--- config.mk ---
export PLATFORM = sky130hd
export DESIGN_NAME = avg_sample_feeder_flat
export DESIGN_NICKNAME = d
export VERILOG_FILES = /design/src/rtl/avg_sample_feeder_if.sv /design/src/rtl/avg_sample_feeder.sv /design/src/flat_wrapper.sv
export SDC_FILE = /design/constraint.sdc
export NUM_CORES = 1
export LEC_CHECK = 0
export BUFFER_PORTS_ARGS = -buffer_cell sky130_fd_sc_hd__buf_2
export CORE_ASPECT_RATIO = 2
export CORE_MARGIN = 2
export CORE_UTILIZATION = 24
export DETAILED_ROUTE_END_ITERATION = 7
export PLACE_DENSITY = 0.41
export SETUP_SLACK_MARGIN = 0.4
export SYNTH_ARGS = -nofsm -noshare
export SYNTH_HDL_FRONTEND = slang
export SYNTH_SLANG_ARGS = --single-unit
--- constraint.sdc ---
create_clock -name clk -period 3.34 [get_ports clk]
set_clock_uncertainty 0.05 [all_clocks]
set_input_delay 0.167 -clock clk [delete_from_list [all_inputs] [get_ports clk]]
set_output_delay 0.167 -clock clk [all_outputs]
set_load 0.05 [all_outputs]
--- src/rtl/avg_sample_feeder_if.sv ---
// Upstream push port, averager sample/handshake port and status flags of the sample feeder.
// master = producer/averager side, slave = feeder.
interface avg_sample_feeder_if;
  logic        wr_en;
  logic [15:0] wr_data;
  logic        full;
  logic        empty;
  logic        drop;
  logic        modwait;
  logic        err;
  logic [15:0] sample_data;
  logic        data_ready;
  logic [9:0]  sent_count;
  logic        err_seen;
  logic        timeout;

  modport master (
    output wr_en, wr_data, modwait, err,
    input  full, empty, drop, sample_data, data_ready, sent_count, err_seen, timeout
  );

  modport slave (
    input  wr_en, wr_data, modwait, err,
    output full, empty, drop, sample_data, data_ready, sent_count, err_seen, timeout
  );
endinterface

--- src/rtl/avg_sample_feeder.sv ---
// Buffers upstream 16-bit samples and presents them one at a time to the averager, paced by modwait.
// Optional ACK watchdog enabled by defining AVG_SAMPLE_FEEDER_TIMEOUT_EN.
module avg_sample_feeder #(
  parameter int DEPTH          = 8,
  parameter int HOLD_CYCLES    = 2,
  parameter int TIMEOUT_CYCLES = 16
) (
  input  logic              clk,
  input  logic              n_reset,
  avg_sample_feeder_if.slave bus
);

  localparam int PW = $clog2(DEPTH);
  localparam int CW = PW + 1;
  localparam int HW = (HOLD_CYCLES > 1) ? $clog2(HOLD_CYCLES) : 1;

  if (DEPTH < 2 || (DEPTH & (DEPTH - 1)) != 0 || HOLD_CYCLES < 1 || TIMEOUT_CYCLES < 1) begin : g_bad_params
    $error("avg_sample_feeder: illegal parameter set");
  end

  typedef enum logic [2:0] {IDLE, LOAD, STROBE, ACK, BUSY} state_t;

  state_t          state_q, state_d;
  logic [15:0]     mem_q [DEPTH];
  logic [PW-1:0]   wr_ptr_q, rd_ptr_q;
  logic [CW-1:0]   count_q;
  logic [HW-1:0]   hold_q, hold_d;
  logic [15:0]     sample_q, sample_d;
  logic            data_ready_q, data_ready_d;
  logic [9:0]      sent_q, sent_d;
  logic            err_seen_q, err_seen_d;
  logic            full_w, empty_w, push, pop;

  assign full_w  = (count_q == CW'(DEPTH));
  assign empty_w = (count_q == '0);
  assign push    = bus.wr_en && !full_w;

  assign bus.full        = full_w;
  assign bus.empty       = empty_w;
  assign bus.drop        = bus.wr_en && full_w;
  assign bus.sample_data = sample_q;
  assign bus.data_ready  = data_ready_q;
  assign bus.sent_count  = sent_q;
  assign bus.err_seen    = err_seen_q;

`ifdef AVG_SAMPLE_FEEDER_TIMEOUT_EN
  localparam int TW = (TIMEOUT_CYCLES > 1) ? $clog2(TIMEOUT_CYCLES) : 1;
  logic [TW-1:0] to_cnt_q, to_cnt_d;
  logic          timeout_q, timeout_d;
  assign bus.timeout = timeout_q;
`else
  assign bus.timeout = 1'b0;
`endif

  always_comb begin
    state_d    = state_q;
    hold_d     = hold_q;
    sample_d   = sample_q;
    sent_d     = sent_q;
    pop        = 1'b0;
    err_seen_d = err_seen_q | (bus.err && (state_q inside {STROBE, ACK, BUSY}));
`ifdef AVG_SAMPLE_FEEDER_TIMEOUT_EN
    to_cnt_d   = to_cnt_q;
    timeout_d  = timeout_q;
`endif
    case (state_q)
      IDLE: begin
        // Load on the way into LOAD so the data leads data_ready by one cycle.
        if (!empty_w && !bus.modwait) begin
          state_d  = LOAD;
          sample_d = mem_q[rd_ptr_q];
        end
      end
      LOAD: begin
        state_d = STROBE;
        hold_d  = '0;
`ifdef AVG_SAMPLE_FEEDER_TIMEOUT_EN
        to_cnt_d = '0;
`endif
      end
      STROBE: begin
        if (hold_q == HW'(HOLD_CYCLES - 1)) state_d = ACK;
        else                                hold_d  = hold_q + 1'b1;
      end
      ACK: begin
        if (bus.modwait) begin
          state_d = BUSY;
        end
`ifdef AVG_SAMPLE_FEEDER_TIMEOUT_EN
        // Give up without popping; the head sample is retried on the next pass.
        else if (to_cnt_q == TW'(TIMEOUT_CYCLES - 1)) begin
          state_d   = IDLE;
          timeout_d = 1'b1;
        end else begin
          to_cnt_d = to_cnt_q + 1'b1;
        end
`endif
      end
      BUSY: begin
        if (!bus.modwait) begin
          state_d = IDLE;
          pop     = 1'b1;
          sent_d  = sent_q + 1'b1;
        end
      end
      default: state_d = IDLE;
    endcase
    data_ready_d = (state_d == STROBE);
  end

  always_ff @(posedge clk) begin
    if (push) mem_q[wr_ptr_q] <= bus.wr_data;
  end

  always_ff @(posedge clk or negedge n_reset) begin
    if (!n_reset) begin
      state_q      <= IDLE;
      hold_q       <= '0;
      sample_q     <= '0;
      data_ready_q <= 1'b0;
      sent_q       <= '0;
      err_seen_q   <= 1'b0;
      wr_ptr_q     <= '0;
      rd_ptr_q     <= '0;
      count_q      <= '0;
    end else begin
      state_q      <= state_d;
      hold_q       <= hold_d;
      sample_q     <= sample_d;
      data_ready_q <= data_ready_d;
      sent_q       <= sent_d;
      err_seen_q   <= err_seen_d;
      if (push) wr_ptr_q <= wr_ptr_q + 1'b1;
      if (pop)  rd_ptr_q <= rd_ptr_q + 1'b1;
      if (push && !pop)      count_q <= count_q + 1'b1;
      else if (!push && pop) count_q <= count_q - 1'b1;
    end
  end

`ifdef AVG_SAMPLE_FEEDER_TIMEOUT_EN
  always_ff @(posedge clk or negedge n_reset) begin
    if (!n_reset) begin
      to_cnt_q  <= '0;
      timeout_q <= 1'b0;
    end else begin
      to_cnt_q  <= to_cnt_d;
      timeout_q <= timeout_d;
    end
  end
`endif

endmodule
--- src/flat_wrapper.sv ---
// flat-port wrapper written by rule: the top's interface ports become plain ports
module avg_sample_feeder_flat 
#(
  parameter int DEPTH          = 8,
  parameter int HOLD_CYCLES    = 2,
  parameter int TIMEOUT_CYCLES = 16
)
  (clk, n_reset, bus_wr_en, bus_wr_data, bus_modwait, bus_err, bus_full, bus_empty, bus_drop, bus_sample_data, bus_data_ready, bus_sent_count, bus_err_seen, bus_timeout);
  avg_sample_feeder_if bus_i ();
  input  logic clk;
  input  logic n_reset;
  input wire logic [$bits(bus_i.wr_en)-1:0] bus_wr_en;
  input wire logic [$bits(bus_i.wr_data)-1:0] bus_wr_data;
  input wire logic [$bits(bus_i.modwait)-1:0] bus_modwait;
  input wire logic [$bits(bus_i.err)-1:0] bus_err;
  output wire logic [$bits(bus_i.full)-1:0] bus_full;
  output wire logic [$bits(bus_i.empty)-1:0] bus_empty;
  output wire logic [$bits(bus_i.drop)-1:0] bus_drop;
  output wire logic [$bits(bus_i.sample_data)-1:0] bus_sample_data;
  output wire logic [$bits(bus_i.data_ready)-1:0] bus_data_ready;
  output wire logic [$bits(bus_i.sent_count)-1:0] bus_sent_count;
  output wire logic [$bits(bus_i.err_seen)-1:0] bus_err_seen;
  output wire logic [$bits(bus_i.timeout)-1:0] bus_timeout;
  assign bus_i.wr_en = bus_wr_en;
  assign bus_i.wr_data = bus_wr_data;
  assign bus_i.modwait = bus_modwait;
  assign bus_i.err = bus_err;
  assign bus_full = bus_i.full;
  assign bus_empty = bus_i.empty;
  assign bus_drop = bus_i.drop;
  assign bus_sample_data = bus_i.sample_data;
  assign bus_data_ready = bus_i.data_ready;
  assign bus_sent_count = bus_i.sent_count;
  assign bus_err_seen = bus_i.err_seen;
  assign bus_timeout = bus_i.timeout;
  avg_sample_feeder #(.DEPTH(DEPTH), .HOLD_CYCLES(HOLD_CYCLES), .TIMEOUT_CYCLES(TIMEOUT_CYCLES)) u_core (.clk(clk), .n_reset(n_reset), .bus(bus_i));
endmodule
Yosys cells after proc, flatten, opt, wreduce, memory -nomap -nowiden
Memories as Yosys holds them, arrays and structs flattened. A register that Yosys moved wholly into a read port is not among the register bits.
Index checks and enable logic that the tools add are counted.
{ "word_totals": {"register_bits": 26, "mem_bits_rw": 128, "in_bits": 21, "out_inout_bits": 32, "word_cells": 55, "memories": 1} }
{ "op_classes": {"n_addsub": 6, "eq_ne": 6, "mux": 13, "n_bitwise": 2, "reduce_logical": 19} }
{ "memory_table": {"columns": ["name", "depth", "word_bits", "rd", "rd_ports_with_merged_regs", "wr", "line_no", "text"], "rows": [
  ["u_core.mem_q", 8, 16, 1, 1, 1, "avg_sample_feeder.sv:24", "logic [15:0] mem_q [DEPTH];"]
]} }
{ "ops": {"columns": ["op", "n"], "rows": [
  ["one-hot mux 3 bit (5 select lines)", 1],
  ["two-way mux 3 bit", 4],
  ["adder 10 x 1 -> 10 bit, second input constant", 1],
  ["equality test 3 x 2 -> 1 bit, second input constant", 3],
  ["two-way mux 4 bit", 2],
  ["adder 3 x 1 -> 3 bit, second input constant", 2],
  ["logical AND 1 bit", 6],
  ["zero test 1 bit", 6],
  ["two-way mux 1 bit", 5],
  ["adder 4 x 1 -> 4 bit, second input constant", 1],
  ["equality test 4 bit, second input constant", 1],
  ["zero test 4 bit", 1],
  ["AND reduction 2 bit", 2],
  ["nonzero test 2 bit", 2],
  ["subtractor 4 x 1 -> 4 bit, second input constant", 1],
  ["equality test 3 x 1 -> 1 bit, second input constant", 1],
  ["equality test 3 bit, second input constant", 1],
  ["zero test 3 bit", 1],
  ["nonzero test 3 bit", 1],
  ["one-hot mux 1 bit (2 select lines)", 1],
  ["adder 1 bit, second input constant", 1],
  ["NOT 1 bit", 1],
  ["OR 1 bit", 1]
]} }

Depth between registers and ports, before layout
{ "logic_depth": {"depth_word": 7, "mapped_depth": 11, "depth_no_buf": 11} }

Worst setup path after synthesis
Ideal clock, no wire load.
{ "synth_timing": {"path_type": "register to register", "from": "register u_core.count_q[0]", "to": "memory u_core.mem_q[0][0] (enable)", "setup_time_ps": 430, "arrival_time_ps": 2644, "required_ps": 2860, "slack_ps": 216, "path_stages_with_launch": 5, "path_buffers": 0, "period_less_slack_ps": 3124, "cell_sequence": "dfrtp_1 nor3_1 and2_1 nand2b_4 nor4_1"} }
{ "synth_via": {"elab_chain_len": 5} }
{ "synth_lines": {"columns": ["item", "line_no", "text"], "rows": [
  ["start: declaration", "avg_sample_feeder.sv:26", "logic [CW-1:0] count_q;"],
  ["start signal: assignment", "avg_sample_feeder.sv:135", "if (push && !pop) count_q <= count_q + 1'b1;"],
  ["start signal: assignment", "avg_sample_feeder.sv:136", "else if (!push && pop) count_q <= count_q - 1'b1;"],
  ["equality test 4 bit", "avg_sample_feeder.sv:34", "assign full_w = (count_q == CW'(DEPTH));"],
  ["via bus_full", "flat_wrapper.sv:16", "output wire logic [$bits(bus_i.full)-1:0] bus_full;"],
  ["zero test 1 bit", "avg_sample_feeder.sv:36", "assign push = bus.wr_en && !full_w;"],
  ["logical AND 1 bit", "avg_sample_feeder.sv:36", null],
  ["two-way mux 1 bit", "avg_sample_feeder.sv:112", "if (push) mem_q[wr_ptr_q] <= bus.wr_data;"],
  ["two-way mux 1 bit (not written as such)", "avg_sample_feeder.sv:112", null],
  ["end: declaration", "avg_sample_feeder.sv:24", null]
]} }
The timed path passes the listed nets, and every way through them passes these cells.

Final worst setup path
{ "layout_timing": {"from": "register u_core.count_q[0]", "to": "register u_core.count_q[3]"} }
{ "layout_via": {"elab_chain_len": 6, "word_cells_on_any_way": 11, "cone_classes": "add/sub: 2; eq/ne: 1; mux: 2; reduce/logical: 6"} }
{ "layout_lines": {"columns": ["item", "line_no", "text"], "rows": [
  ["equality test 4 bit *", "avg_sample_feeder.sv:34", null],
  ["zero test 1 bit *", "avg_sample_feeder.sv:36", null],
  ["logical AND 1 bit *", "avg_sample_feeder.sv:36", null],
  ["via u_core.push", "avg_sample_feeder.sv:32", "logic full_w, empty_w, push, pop;"],
  ["zero test 1 bit", "avg_sample_feeder.sv:136", null],
  ["logical AND 1 bit", "avg_sample_feeder.sv:136", null],
  ["nonzero test 2 bit (no line)", null, null]
]} }
Mark *: on every way through the listed nets, which the timed path passes. The rest lies on a longest branch. The select of a mux whose other input is x is not followed.
A chain may end at the register's enable or synchronous reset.

==> impl_metrics.yaml <==
floorplanning:
  initial_core_util_pct: 24.3
  die_area_um2: 29700
  dieHeight_um: 242
  coreArea_um2: 28000
  row_count: 87
  io_pins: 53
  die_w_um: 123
place:
  place_area_um2: 7470
  portBuffers: 51
  gp_congestion: 0.687
  preCtsSetupSlack_ns: 0.584
  hpwl_mm: 8.26
setup_path:
  crit_arrival_ns: 2.91
  endpoint_kind: "register"
  critPathRequiredTime_ns: 3.59
  crit_top_cell: "ha_1"
  slowest_stage: "dfrtp_1"
  crit_type: "reg -> reg"
  slowest_delay_ns: 0.45
  cp_max_fo: 5
  cp-start-kind: "register"
  cp_cell_sequence: "nor3_2, and2_1, nand2b_4, inv_2, ha_1, inv_1, ha_1, a21o_1, a2111oi_1, o31ai_1"
timing:
  slew_viol_final: 0
  setup_slack_ns: 0.680
  fmax_mhz: 376
  setup_tns_ns: 0
  min_period_ns: 2.66
  rsz0062_at_grt: "false"
  hold_viol: 0
  slew_headroom_pct: 52.1
  tightest_slew_ns: 0.718
  layout_worst_path_cycle_share_pct: 79.6
  setup_viol: 0
route:
  routed_wl_mm: 14.0
  vias: 3434
  drtIter0Drc: 195
  ant_nets: 0
  wl_per_cell_um: 17.1
  drc: 0
  drt_first_pass_iters: 5
  viasPerCell: 4.18
power:
  p_total_mw: 7.00
  power.density_nw_per_um2: 846
  power_leakage_nw: 2.94
  peakVddDrop_v: 0.000339
layout:
  syn2layout_area_growth_pct: 21.9
  nNetsFinal: 480
  fin_area_um2: 8270
  diodes: 0
  final.fill_count: 2754
  drive_gt1_share_pct: 30.1
synth:
  synth_xor_area_share_pct: 1.94
  yosysTopAreaCellShare_pct: 56.6
  synthFlopType: "edfxtp_1"
  synth_mux_area_share_pct: 13.9
  yosys.area_share.simple_pct: 5.24
  synth_top_family_by_area: "multiplexers"
  synth_area_um2: 6790
  synth_cells: 369
  syn_nets: 397
  syn_area_per_cell_um2: 18.4
  synth_seq_cells: 170
  yosysTopAreaCell: "edfxtp_1"
  synth_fa_ha_area_share_pct: 1.40
  yosysUniqueCellTypes: 41
  synthTopCellsByArea: "edfxtp_1, dfrtp_1, mux4_2, mux2i_1, nand2_1"
  yosys_warnings: 0
  ys_seq_area_share_pct: 72.1
  synth-async-reset-ratio_pct: 24.7
  synth_compound_area_share_pct: 2.54
  synth_edf_count: 128
clocking:
  cts.sinks: 170
  cts_root_buffer: "clkbuf_16"
  cts_tree: "done"
  clockBufferDepth: 2
  cts_setup_buffers: 0
  htree_levels: 4
  clk_pin_slew_worst_paths_ns: 0.06
  cts_buffers: 17
  insertion_delay_ns: 0.42
grt:
  met3_usage_pct: 2.90
  met2_usage_pct: 16.6
  grt_max_degree: 35
  grt_use_total_pct: 10.1
  overflow: 0
  grt_pass1_wl_mm: 21.7
  use_met1_pct: 12.7
  antenna_found_initial: 0
  grt_pass1_vias: 3655
  grt-busiest-layer: "met2"
outcome:
  status: "complete, no violations"
run:
  cap_violations: 0
min_path:
  hold_class: "in -> reg"
==> what timing repair did <==
item                       CTS  global route
resized for setup            0             2
setup endpoints to repair    0             1
hold buffers                19             0
hold endpoints to repair   157             0
==> cells in the final DEF, fill, tap and decap left out, drive strengths merged, types with 2 or more instances in the layout <==
cell,Yosys,final
o21ai,22,22
nor3,10,10
dlygate4sd3,0,19
nand2b,3,3
xnor2,10,10
a21o,2,2
nand2,27,27
mux2i,17,17
xor2,5,5
edfxtp,128,128
inv,6,12
bufinv,0,3
a21oi,3,3
buf,17,64
ha,6,6
and3,3,3
mux2,4,4
clkinv,0,4
nand3,3,3
dfrtp,42,42
mux4,32,32
clkbuf,2,18
nand4,5,5
nor2,10,10
and2,2,2
==> flip-flops by register name, indices dropped and copies added, names as in the netlist <==
name,cells
u_core.bus.data_ready,1
u_core.bus.err_seen,1
u_core.bus.sample_data,16
u_core.bus.sent_count,10
u_core.count_q,4
u_core.hold_q,1
u_core.mem_q,128
u_core.rd_ptr_q,3
u_core.state_q,3
u_core.wr_ptr_q,3
==> final cells by class <==
| cell class | instances | area, um^2 | share of cell area, % |
|---|---|---|---|
| sequential | 170 | 4900 | 59.2 |
| multi-input combinational | 174 | 1740 | 21.1 |
| timing repair buffer | 83 | 556 | 6.72 |
| inverter | 6 | 22.5 | 0.272 |
| clock inverter | 14 | 181 | 2.19 |
| clock buffer | 18 | 429 | 5.19 |
| tap | 356 | 445 | 5.38 |
==> power breakdown <==
group / leakage (nW) / internal (mW) / switching, mW
Sequential: 1.69 / 2.70 / 0.293
Clock: 0.297 / 1.19 / 0.854
Combinational: 0.954 / 0.776 / 1.18
Total: 2.94 / 4.67 / 2.33
==> metrics by stage <==
step	util, %	cells	hold WS [ns]
floorplan	-	369	-0.179
global placement	26.7	770	0.209
detailed placement	26.7	770	0.224
CTS	29.5	821	0.115
global route	29.6	821	0.142
finish	29.6	821	0.136
==> layer usage <==
layer,wire length (um),part of all wire (%),up-vias
met4,214,1.5,0
li1,-,-,1597
met2,7140,51,65
met3,495,3.5,15
met1,6170,44,1757
met5,0,0,-
==> kinds of logic (layout without fill, tap and decap cells) <==
group / after synthesis / in the layout
adder cells (fa/ha/maj): 7 / 7
multiplexers: 53 / 53
buffers and inverters: 25 / 121
AO/OA/AOI/OAI: 31 / 31
XOR/XNOR: 15 / 15
AND/OR/NAND/NOR: 67 / 67
flip-flops: 170 / 170
other: 1 / 1
==> final timing paths <==
| kind | start | end | slack (ns) | depth (start not counted) |
|---|---|---|---|---|
| setup / recovery | u_core.count_q[0]$_DFFE_PN0P_ | u_core.count_q[3]$_DFFE_PN0P_ | 0.68 | 10 |
| hold / removal | bus_wr_en | u_core.wr_ptr_q[0]$_DFFE_PN0P_ | 0.14 | 4 |
| setup reg to reg | u_core.count_q[0]$_DFFE_PN0P_ | u_core.count_q[3]$_DFFE_PN0P_ | 0.68 | 10 |
| hold reg to reg | u_core.bus.err_seen$_DFF_PN0_ | u_core.bus.err_seen$_DFF_PN0_ | 0.42 | 1 |
| max in group asynchronous | n_reset | u_core.rd_ptr_q[0]$_DFFE_PN0P_ | 2.20 | 3 |
| min in group asynchronous | n_reset | u_core.bus.sample_data[11]$_DFFE_PN0P_ | 0.28 | 2 |
==> synth_stat cells, types with 4 or more instances <==
| cell | instances |
|---|---|
| buf_2 | 8 |
| dfrtp_1 | 42 |
| edfxtp_1 | 128 |
| ha_1 | 6 |
| inv_1 | 5 |
| mux2_2 | 4 |
| mux2i_1 | 17 |
| mux4_2 | 30 |
| nand2_1 | 27 |
| nand4_1 | 5 |
| nor2_1 | 10 |
| nor3_1 | 10 |
| o21ai_0 | 6 |
| o21ai_1 | 16 |
| xnor2_1 | 10 |
| xor2_1 | 5 |
==> worst max-delay path: cells and delay by family (launching register included) <==
family | cells | cell delay [ns]
fa+ha+maj | 2 | 0.49
compound gates | 3 | 0.72
buf+inv | 2 | 0.25
simple gates | 3 | 0.59
flops | 1 | 0.45
(Power assumes the default switching activity.)
